### src/rtl/qpu_instr_encoder.sv
// Packs field bundles into 32-bit QPU instruction words, tags each with a byte address and queues them in a small FIFO.
// Optional QPU_ENC_IMM_RANGE_CHK_EN rejects immediates that do not fit the signed field width of their kind.
module qpu_instr_encoder #(
    parameter int FIFO_DEPTH = 2,
    parameter int ADDR_W     = 16,
    parameter int ERR_CNT_W  = 8
) (
    input  logic                 clk,
    input  logic                 rst_n,
    input  logic                 cfg_load,
    input  logic [ADDR_W-1:0]    cfg_base_addr,
    input  logic                 in_valid,
    output logic                 in_ready,
    input  logic [3:0]           in_kind,
    input  logic [2:0]           in_func3,
    input  logic [4:0]           in_rd,
    input  logic [4:0]           in_rs1,
    input  logic [4:0]           in_rs2,
    input  logic [31:0]          in_imm,
    input  logic [8:0]           in_qop1,
    input  logic [8:0]           in_qop2,
    input  logic [2:0]           in_pi,
    output logic                 out_valid,
    input  logic                 out_ready,
    output logic [31:0]          out_instr,
    output logic [ADDR_W-1:0]    out_addr,
    output logic                 enc_err,
    output logic [ERR_CNT_W-1:0] enc_err_cnt,
    output logic                 busy
);
    localparam int PTR_W = (FIFO_DEPTH > 1) ? $clog2(FIFO_DEPTH) : 1;
    localparam int CNT_W = PTR_W + 1;

    localparam logic [3:0] K_LOAD    = 4'd0;
    localparam logic [3:0] K_STORE   = 4'd1;
    localparam logic [3:0] K_BRANCH  = 4'd2;
    localparam logic [3:0] K_OP_IMM  = 4'd3;
    localparam logic [3:0] K_OP      = 4'd4;
    localparam logic [3:0] K_QWAIT   = 4'd5;
    localparam logic [3:0] K_FMR     = 4'd6;
    localparam logic [3:0] K_SMIS    = 4'd7;
    localparam logic [3:0] K_QUANTUM = 4'd8;

    logic [31:0]          word_d;
    logic                 legal_d;
    logic                 imm_ok_d;
    logic [31:0]          instr_mem_q [FIFO_DEPTH];
    logic [ADDR_W-1:0]    addr_mem_q  [FIFO_DEPTH];
    logic [PTR_W-1:0]     wr_ptr_q, rd_ptr_q;
    logic [CNT_W-1:0]     count_q;
    logic [ADDR_W-1:0]    addr_q;
    logic                 enc_err_q;
    logic [ERR_CNT_W-1:0] err_cnt_q;
    logic                 full, accept, push, pop;
    logic                 base_lsb_unused;

    assign base_lsb_unused = ^cfg_base_addr[1:0];

`ifdef QPU_ENC_IMM_RANGE_CHK_EN
    logic fit14, fit17, fit22, fit27;
    assign fit14 = (&in_imm[31:13]) | ~(|in_imm[31:13]);
    assign fit17 = (&in_imm[31:16]) | ~(|in_imm[31:16]);
    assign fit22 = (&in_imm[31:21]) | ~(|in_imm[31:21]);
    assign fit27 = (&in_imm[31:26]) | ~(|in_imm[31:26]);
`else
    logic imm_hi_unused;
    assign imm_hi_unused = ^in_imm[31:27];
`endif

    // Classical base word first; immediate slices then overwrite the fields they share.
    always_comb begin
        word_d   = {in_func3, in_rs2, 9'd0, in_rs1, in_rd, 5'd0};
        legal_d  = 1'b1;
        imm_ok_d = 1'b1;
        case (in_kind)
            K_LOAD: begin
                word_d[31:29] = in_imm[16:14];
                word_d[28:15] = in_imm[13:0];
`ifdef QPU_ENC_IMM_RANGE_CHK_EN
                imm_ok_d = fit17;
`endif
            end
            K_STORE: begin
                word_d[4:0]   = 5'b01000;
                word_d[31:29] = in_imm[16:14];
                word_d[9:5]   = in_imm[13:9];
                word_d[23:15] = in_imm[8:0];
`ifdef QPU_ENC_IMM_RANGE_CHK_EN
                imm_ok_d = fit17;
`endif
            end
            K_BRANCH: begin
                word_d[4:0]   = 5'b11000;
                word_d[9:5]   = in_imm[13:9];
                word_d[23:15] = in_imm[8:0];
`ifdef QPU_ENC_IMM_RANGE_CHK_EN
                imm_ok_d = fit14;
`endif
            end
            K_OP_IMM: begin
                word_d[4:0]   = 5'b00010;
                word_d[28:15] = in_imm[13:0];
`ifdef QPU_ENC_IMM_RANGE_CHK_EN
                imm_ok_d = fit14;
`endif
            end
            K_OP:  word_d[4:0] = 5'b01010;
            K_FMR: word_d[4:0] = 5'b11010;
            K_QWAIT: begin
                word_d[4:0]   = 5'b10010;
                word_d[31:29] = in_imm[26:24];
                word_d[9:5]   = in_imm[23:19];
                word_d[28:24] = in_imm[18:14];
                word_d[14:10] = in_imm[13:9];
                word_d[23:15] = in_imm[8:0];
`ifdef QPU_ENC_IMM_RANGE_CHK_EN
                imm_ok_d = fit27;
`endif
            end
            K_SMIS: begin
                word_d[4:0]   = 5'b00110;
                word_d[31:24] = in_imm[21:14];
                word_d[14:10] = in_imm[13:9];
                word_d[23:15] = in_imm[8:0];
`ifdef QPU_ENC_IMM_RANGE_CHK_EN
                imm_ok_d = fit22;
`endif
            end
            K_QUANTUM: word_d = {in_pi, in_rs2, in_qop2, in_rs1, in_qop1, 1'b1};
            default:   legal_d = 1'b0;
        endcase
        legal_d = legal_d & imm_ok_d;
    end

    assign full      = (count_q == CNT_W'(FIFO_DEPTH));
    assign in_ready  = ~cfg_load & (~full | out_ready);
    assign accept    = in_valid & in_ready;
    assign push      = accept & legal_d;
    assign out_valid = (count_q != '0);
    assign busy      = out_valid;
    assign pop       = out_valid & out_ready;
    assign out_instr = instr_mem_q[rd_ptr_q];
    assign out_addr  = addr_mem_q[rd_ptr_q];
    assign enc_err     = enc_err_q;
    assign enc_err_cnt = err_cnt_q;

    always_ff @(posedge clk or negedge rst_n) begin
        if (!rst_n) begin
            for (int i = 0; i < FIFO_DEPTH; i++) begin
                instr_mem_q[i] <= '0;
                addr_mem_q[i]  <= '0;
            end
            wr_ptr_q  <= '0;
            rd_ptr_q  <= '0;
            count_q   <= '0;
            addr_q    <= '0;
            enc_err_q <= 1'b0;
            err_cnt_q <= '0;
        end else begin
            enc_err_q <= accept & ~legal_d;
            if (accept && !legal_d && err_cnt_q != '1)
                err_cnt_q <= err_cnt_q + 1'b1;
            if (push) begin
                instr_mem_q[wr_ptr_q] <= word_d;
                addr_mem_q[wr_ptr_q]  <= addr_q;
                wr_ptr_q              <= wr_ptr_q + 1'b1;
            end
            if (pop)
                rd_ptr_q <= rd_ptr_q + 1'b1;
            case ({push, pop})
                2'b10:   count_q <= count_q + 1'b1;
                2'b01:   count_q <= count_q - 1'b1;
                default: count_q <= count_q;
            endcase
            // cfg_load forces in_ready low, so it can never coincide with a push.
            if (cfg_load)
                addr_q <= {cfg_base_addr[ADDR_W-1:2], 2'b00};
            else if (push)
                addr_q <= addr_q + ADDR_W'(4);
        end
    end
endmodule

### config.mk
export PLATFORM = sky130hd
export DESIGN_NAME = qpu_instr_encoder
export DESIGN_NICKNAME = d
export VERILOG_FILES = /design/src/rtl/qpu_instr_encoder.sv
export SDC_FILE = /design/constraint.sdc
export NUM_CORES = 1
export LEC_CHECK = 0
export CORE_ASPECT_RATIO = 1.2
export CORE_MARGIN = 3
export CORE_UTILIZATION = 50
export CTS_CLUSTER_DIAMETER = 40
export DETAILED_ROUTE_END_ITERATION = 6
export PLACE_DENSITY = 0.92
export RECOVER_POWER = 50
export SYNTH_ARGS = -nofsm -noshare
export SYNTH_HDL_FRONTEND = slang
export SYNTH_SLANG_ARGS = --single-unit
### constraint.sdc
create_clock -name clk -period 2.7 [get_ports clk]
set_clock_uncertainty 0.15 [all_clocks]
set_input_delay 0.54 -clock clk [delete_from_list [all_inputs] [get_ports clk]]
set_output_delay 0.54 -clock clk [all_outputs]
set_load 0.02 [all_outputs]
After elaboration in Yosys (flattened, before gate mapping)
Index checks and enable logic that the tools add are counted.

cells by class
  reductions and logical operators = 14
  bitwise operators = 11
  equality and inequality tests = 12
  add/subtract/negate cells = 6
  order comparisons = 3
  multiplexer cells = 22

operators with widths
  operator                 count
  $mux W32                 4
  $mux W16                 6
  $bwmux W64               1
  $pmux W5 S8              1
  $bwmux W32               1
  $demux W32 S1            1
  $pmux W9 S2              1
  $add A16 B3 Y16 const B  1
  $demux W16 S1            1
  $eq A4 B3 Y1 const B     4
  $pmux W5 S3              1
  $pmux W3 S4              1
  $pmux W5 S2              1
  $reduce_or A9 Y1         1
  $add A8 B1 Y8 const B    1
  $eq A4 B2 Y1 const B     2
  $ne A8 B8 Y1 const B     1
  $reduce_or A2 Y1         4
  $reduce_bool A2 Y1       3
  $reduce_or A6 Y1         1
  $and A1 B1 Y1            5
  $mux W5                  1
  $eq A2 B2 Y1 const B     2
  $eq A4 B1 Y1 const B     1
  other kinds (15)         22

word-level totals
  flip-flop bits (word level) = 125
  output and inout port bits = 60
  input bits = 96
  word-level logic and storage cells = 78

Depth between registers and ports, before layout
Gate-level depths: netlist (run 1).

  depth after elaboration = 8
  mapped depth = 9
  gate-level depth less buffers = 7

Worst setup path after synthesis (run 1)
OpenSTA, ideal clock, no wires.

  path kind = register to output
  from = reg rd_ptr_q
  to = out out_addr[2]
  data required time = 2.010 ns
  cell stages (with the launch flop) = 4
  buffers on the path = 2
  data arrival time = 1.427 ns
  path slack = 0.583 ns
  cell sequence = dfrtp_1 > clkbuf_1 > clkbuf_1 > mux2_2

between the ends
  cells in the longest elaborated chain, start to end = 4

RTL lines
  what                                         RTL line  source
  from (decl)                                  49        logic [PTR_W-1:0] wr_ptr_q, rd_ptr_q;
  from (signal assigned)                       169       rd_ptr_q <= rd_ptr_q + 1'b1;
  $not A1 Y2 (not written as such)             143       assign out_addr = addr_mem_q[rd_ptr_q];
  $mux W16 (not written as such) (3 in a row)  143
  to (decl)                                    26        output logic [ADDR_W-1:0] out_addr,

Every way passes these cells. The select of a mux whose other input is x is not followed.

Worst setup path in the final report (run 1)
  from = reg rd_ptr_q
  to = out out_instr[20]

between the ends
  cells in the longest elaborated chain, start to end = 4

RTL lines
  what                                         RTL line  source
  $not A1 Y2 (not written as such)             142       assign out_instr = instr_mem_q[rd_ptr_q];
  $mux W32 (not written as such) (3 in a row)  142
  to (decl)                                    25        output logic [31:0] out_instr,

Every way passes these cells. The select of a mux whose other input is x is not followed.

==> summary.md, run 1 <==
| Metric | Value |
|---|---|
| Cell row count | 43 |
| Vias in the first global route | 5,614 |
| Area of the multi-input gates | 2805 sq um |
| Hold Slack | 317.3 ps |
| Most frequent cell after synthesis | dfrtp_1 |
| CP max-delay cell | clkdlybuf4s50_1 |
| Die area | 13,570 sq um |
| DRT iter0 DRCs | 357 |
| Power Dens Cells | 1071 nW/um^2 |
| Number of synthesized flops with an enable pin | 0 |
| Vias post-DR | 5,321 |
| Post-CTS Hold Buffers | 0 |
| Xor/xnor cell area share of the yosys netlist | 3.159% |
| Filler instances | 774 |
| DR vias/cell | 5.759 |
| Drt total wl | 17.36 mm |
| Final Critical Period | 2663 ps |
| Htree depth | 4 |
| Clk Latency, worst-skew pair | 410 ps |
| Hold WC Path Type | reg2reg |
| Clock slew seen by the registers of the worst setup and hold paths | 50 ps |
| Clock power share | 27.4% |
| Pwr Total | 9087 uW |
| F_max | 375.6 MHz |
| Compound-gate portion of the synthesized area | 14.28% |
| Failing checks | max-capacitance violations, max-slew violations |
| Adder-cell share of the synthesized area | 0.6154% |
| Number of port buffers | 146 |
| Logic gate share of total power | 40.3% |
| Seq/Total Area, Yosys | 48.82% |
| Sequence of cells on the critical path | buf_12 -> mux2_2 -> clkdlybuf4s50_1 |
| Start-to-end type of the worst setup path | reg2out |
| Total gr overflow | 0 |
| Residual DRC count | 0 |
| Largest net degree at the start of global routing | 66 |
| Worst slew pin tran | 1561 ps |
| Setup crit start kind | register |
| Io pins | 156 |
| Worst EP arrival | 1970 ps |
| Postcts setup bufs | 0 |
| Mapped Area | 6100 sq um |
| Cell count after synthesis | 595 |
| Asr flop ratio synth | 100.0% |
| WL/cell | 18.78 um |
| Slew headroom | -4.088% |
| Average cell area after synthesis | 10.25 sq um |
| Post-synth top area cell | dfrtp_1 |
| Nets@finish | 855 |
| First-pass GRT wire length | 27.58 mm |
| Net Switching | 3006 uW |
| Most used DFF post-synth | dfrtp_1 |
| Overall Global Routing Usage | 25.89% |
| Final setup TNS | 0 ps |
| Unrepaired setup endpoints after global routing | false |
| WP buf/inv | 2 |
| Clock sinks | 119 |
| Max Root-Sink Buffers | 2 |
| TritonCTS clock tree | done |
| Fin crit share | 98.61% |
| Worst Path Max Fanout | 37 |
| Max-cap violations | 1 |
| Final core area utilization | 72.35% |
| Post-synth top area share | 48.82% |
| Crit. End Element | output port |
| Die width | 106.8 um |
| Final HPWL DP | 12.17 mm |
| CP peak stage delay | 550 ps |
| Max IR drop VDD | 0.6888 mV |
| Routability-driven placement congestion ratio | 0.8573 |
| Status | finished with violations |
| Seq pwr share | 32.4% |
| Synthesized flop and latch total | 119 |
| Sw Ratio | 33.07% |
| Area Growth Syn to Fin | 39.12% |
| Synth warnings | 0 |
| Unique cell type count in the Yosys netlist | 58 |
| Cell at the root of the clock tree | clkbuf_16 |
| Setup violators final | 0 |
| Remaining antenna violation count | 0 |
| Share of layout cells above drive strength 1 | 16.30% |
| CP top delay family | buffers and inverters |
| Post-synthesis mux area share | 13.17% |
| Initial Util | 52.01% |
| Data required time of the worst path | 2010 ps |
| Initial antenna violation count | 0 |
| Leakage | 0.003938 uW |
| Die Y-Extent | 127.0 um |
| Largest family of logic cells by synthesized area | simple AND/OR/NAND/NOR gates |
| Num CTS Buffers | 17 |
| Synth top cells by count | 119 x dfrtp_1, 110 x nand2_1, 52 x mux2_2, 48 x o21ai_0, 36 x nor2_1 |
| Ant diodes | 0 |
| Register area | 2979 sq um |
| Simple-Gate Fraction of Synth Area | 15.18% |
| Core ar. | 11,730 sq um |
| Synth top area cells | dfrtp_1 49%, mux2_2 9.6%, nand2_1 6.8%, o21ai_0 3.9%, a22o_1 2.7% |
| Int Pwr | 6082 uW |
| Final slew viol count | 66 |
| TritonRoute pass-1 iters | 5 |
| Fin. Hold Viols | 0 |
state kept, by name, indices dropped and copies added (netlist names):
register,flops
instr_mem_q,64
addr_mem_q,28
addr_q,14
enc_err_cnt,8
count_q,2
enc_err,1
rd_ptr_q,1
wr_ptr_q,1
final cells by class:
cell class	count	area share (%)
inverter	5	0.2212
clock inverter	8	1.991
tap	157	2.315
clock buffer	22	5.706
timing repair buffer	183	21.60
sequential	119	35.11
multi-input combinational	430	33.06
cell usage in the layout (no fill, tap or decap), types with 5 or more instances in the layout:
cell,Yosys,final
nand4_1,8,9
nor2b_1,6,6
nand2b_1,6,6
clkbuf_16,0,17
mux2_1,14,14
inv_1,4,5
a22oi_1,15,15
clkbuf_1,14,5
mux2_2,52,52
buf_12,0,6
dlygate4sd3_1,0,7
bufinv_16,0,5
buf_4,9,25
and3_1,6,6
a22o_1,19,19
nand2_1,110,111
a21oi_1,9,9
mux2i_1,6,6
xor2_1,8,8
o21ai_0,48,48
xnor2_1,14,14
dlymetal6s2s_1,0,18
nor2_1,36,36
dfrtp_1,119,118
clkdlybuf4s50_1,0,119
o21ai_1,14,14
per-layer routing:
metal	part of all wire [%]	track usage [%]
met5	0	0
met4	3.6	12.42
met3	7.5	6.923
met2	51	44.48
met1	37	29.97
logic make-up (layout without fill, tap and decap cells):
logic type      after synthesis  after routing
fa+ha+maj                     3              3
xor+xnor                     22             22
mux                          72             72
flops                       119            119
compound gates              132            132
other cells                   1              2
simple gates                199            199
buf+inv                      47            218
metrics by stage:
step           setup WS [ps]  instances  cell area, sq um
4_1_cts                5.025        924              8508
5_1_grt                1.988        924              8486
2_1_floorplan          582.8        596              6103
3_5_place_dp          -119.6        894              7856
3_3_place_gp          -36.61        894              7856
6_report               37.48        924              8486
path summary, 6_finish.rpt:
| kind | startpoint | endpoint | slack (ps) | depth (start not counted) |
|---|---|---|---|---|
| worst max-delay path | rd_ptr_q | out_instr[20] | 40 | 3 |
| max in group asynchronous | rst_n | rd_ptr_q | 830 | 2 |
| worst max register to register | count_q[0] | instr_mem_q[34] | 420 | 7 |
| min in group asynchronous | rst_n | instr_mem_q[25] | 420 | 2 |
| worst min register to register | addr_mem_q[19] | addr_mem_q[19] | 320 | 2 |
| worst min-delay path | addr_mem_q[19] | addr_mem_q[19] | 320 | 2 |
power groups by stage:
stage | logic (uW) | registers (uW) | clock network (uW)
final | 3660 | 2940 | 2490
after global routing | 3920 | 3030 | 2600
after CTS | 3740 | 2940 | 2510
after detailed placement | 3700 | 2950 | 0
after global placement | 3600 | 2880 | 0
after floorplan | 2160 | 2850 | 0
tightest hold or removal path, delay by kind of cell, from the launching register on:
kind | cells | cell delay (ps)
DFF | 1 | 330
and+or+nand+nor | 2 | 100
timing repair:
action	in CTS	in global routing
pin swaps	0	0
resized for setup	1	18
endpoints found under the setup margin	1	18
hold endpoints to repair	0	0
Note: power is estimated with default switching activity, not from simulation.
==> inputs of run 2 (changes only) <==
CAP_MARGIN = 20   (was not set)
PLACE_DENSITY = not set   (was 0.92)
PLACE_DENSITY_LB_ADDON = 0.08   (was not set)
==> summary.md, run 2 (synthesis results as in run 1) <==
| Metric | Value |
|---|---|
| Status | complete, no violations |
| First-pass GRT wire length | 26.32 mm |
| Die area | 13,570 sq um |
| Residual DRC count | 0 |
| Initial antenna violation count | 0 |
| Pwr Total | 8833 uW |
| WL/cell | 17.56 um |
| Total gr overflow | 0 |
| Fin crit share | 98.65% |
| Placed insts | 896 |
| Die Y-Extent | 127.0 um |
| CP peak stage delay | 540 ps |
| Slew headroom | 36.50% |
| Clock slew seen by the registers of the worst setup and hold paths | 50 ps |
| Non-filler cells, final | 929 |
| Final slew viol count | 0 |
| TritonCTS clock tree | done |
| Worst Hold Launch | addr_mem_q[30] |
| Dpl ws | -94.43 ps |
| Clock sinks | 119 |
| Final core area utilization | 72.08% |
| CP top delay family | buffers and inverters |
| DR vias/cell | 5.450 |
| Largest net degree at the start of global routing | 46 |
| Global route hottest layer | met2 |
| Worst r2r dst | instr_mem_q[38] |
| CP max-delay cell | clkdlybuf4s50_1 |
| Cell at the root of the clock tree | clkbuf_16 |
| Top reg by flops | instr_mem_q |
| Final Critical Period | 2663 ps |
| Unrepaired setup endpoints after global routing | false |
| Hold WC Path Type | reg2reg |
| Top Registers | instr_mem_q x64, addr_mem_q x28, addr_q x14 |
| Num CTS Buffers | 17 |
| Io pins | 156 |
| Worst EP arrival | 1970 ps |
| Remaining antenna violation count | 0 |
| R2R depth | 7 |
| GRT met3 Usage | 5.963% |
| Drt total wl | 16.31 mm |
| Clk Latency, worst-skew pair | 410 ps |
| Cell row count | 43 |
| Sequence of cells on the critical path | buf_12 -> mux2_2 -> clkdlybuf4s50_1 |
| Postcts setup bufs | 0 |
| Power Dens Cells | 1045 nW/um^2 |
| Routability-driven placement congestion ratio | 0.8559 |
| Max Root-Sink Buffers | 2 |
| WP buf/inv | 2 |
| Worst slew pin tran | 952.5 ps |
| Share of layout cells above drive strength 1 | 16.84% |
| Max-cap violations | 0 |
| F_max | 375.5 MHz |
| Start-to-end type of the worst setup path | reg2out |
| Core ar. | 11,730 sq um |
| Die width | 106.8 um |
| GR Layer Usage met2 | 44.40% |
| GR Layer Usage met1 | 28.67% |
| R2r setup slk | 360 ps |
| Placed cell area | 7859 sq um |
| Filler instances | 918 |
| Data required time of the worst path | 2010 ps |
| DRT iter0 DRCs | 276 |
| Largest register FFs | 64 |
| Vias in the first global route | 5,204 |
| Nets@finish | 858 |
| Final HPWL DP | 11.94 mm |
| Vias post-DR | 5,063 |
| Setup WS post-layout | 36.57 ps |
| Setup violators final | 0 |
| Most frequent cells in the layout | 118 x dfrtp_1, 118 x clkdlybuf4s50_1, 110 x nand2_1 |
| Overall Global Routing Usage | 24.83% |
| Worst Path Max Fanout | 38 |
| Setup crit start kind | register |
| Design area | 8454 sq um |
| Htree depth | 4 |
| Initial Util | 52.01% |
| Area Growth Syn to Fin | 38.61% |
| Worst hold stages | 2 |
| Max IR drop VDD | 0.6158 mV |
| TritonRoute pass-1 iters | 4 |
| R2r startpoint | count_q[0] |
| Number of port buffers | 146 |
| Hold path endpoint | addr_mem_q[30] |
| Ant diodes | 0 |
| Leakage | 0.003944 uW |
| Fin. Hold Viols | 0 |
| Crit. End Element | output port |
## run 2: cell count changes in the layout (fill, tap and decap cells not counted), sizes merged
cell           delta
clkinvlp          +2
dlymetal6s2s      +2
buf               +1
clkinv            +1
bufinv            -2
inv               +2
clkdlybuf4s50     -1
dlygate4sd3       -1
dlygate4sd2       +1
## run 2: worst reg2reg max path, stage by stage (launching register included)
cell and delay (ps):
dfrtp_1 420, or3b_4 420, buf_4 150, and3_1 210, nand2b_2 130, clkbuf_4 430, nor2_1 110, a22o_1 210
## run 2: where the power goes
group	total, uW	internal (uW)	switching, uW
registers	2930	2500	431
logic	3600	1850	1750
clock network	2300	1500	801
## run 2: what timing repair did
item | 4_1_cts | 5_1_grt
hold buffers | 1 | 0
endpoints found under the setup margin | 2 | 20
endpoints found under the hold margin | 37 | 0
gates resized for setup | 2 | 20
## run 2: through the flow
step | TNS, ps | hold slack [ps]
after floorplan | 0 | 94.41
after global placement | -188.4 | 303.8
after detailed placement | -562.5 | 313.0
after CTS | 0 | 326.7
after global routing | 0 | 353.8
final | 0 | 320.9
## run 2: per-layer routing
metal	share of wire, %	up-vias
met3	4.7	32
met5	0	-
met4	2.9	0
met2	53	151
li1	-	2421
met1	39	2459
## run 2: worst max-delay path by stage
stage,start,end,slack [ps],cells after the start
floorplan,rd_ptr_q,out_addr[2],580,3
global placement,in_kind[1],instr_mem_q[57],-70,8
detailed placement,in_kind[1],instr_mem_q[57],-90,8
CTS,rd_ptr_q,out_instr[3],0.8,3
global route,rd_ptr_q,out_instr[13],0.6,3
finish,rd_ptr_q,out_instr[10],40,3
## run 2: cell type report
class | instances | area, sq um | area share [%]
Sequential cell | 119 | 2979 | 35.24
Multi-Input combinational cell | 430 | 2813 | 33.27
Timing Repair Buffer | 186 | 1841 | 21.77
Clock buffer | 21 | 460.4 | 5.446
Tap cell | 157 | 196.4 | 2.324
Clock inverter | 11 | 146.4 | 1.732
Inverter | 5 | 18.77 | 0.2220
==> inputs of run 3 (changes only) <==
CTS_CLUSTER_DIAMETER = not set   (was 40)
==> results of run 3 <==
No change in the layout: final DEF, timing and power equal those of run 2.
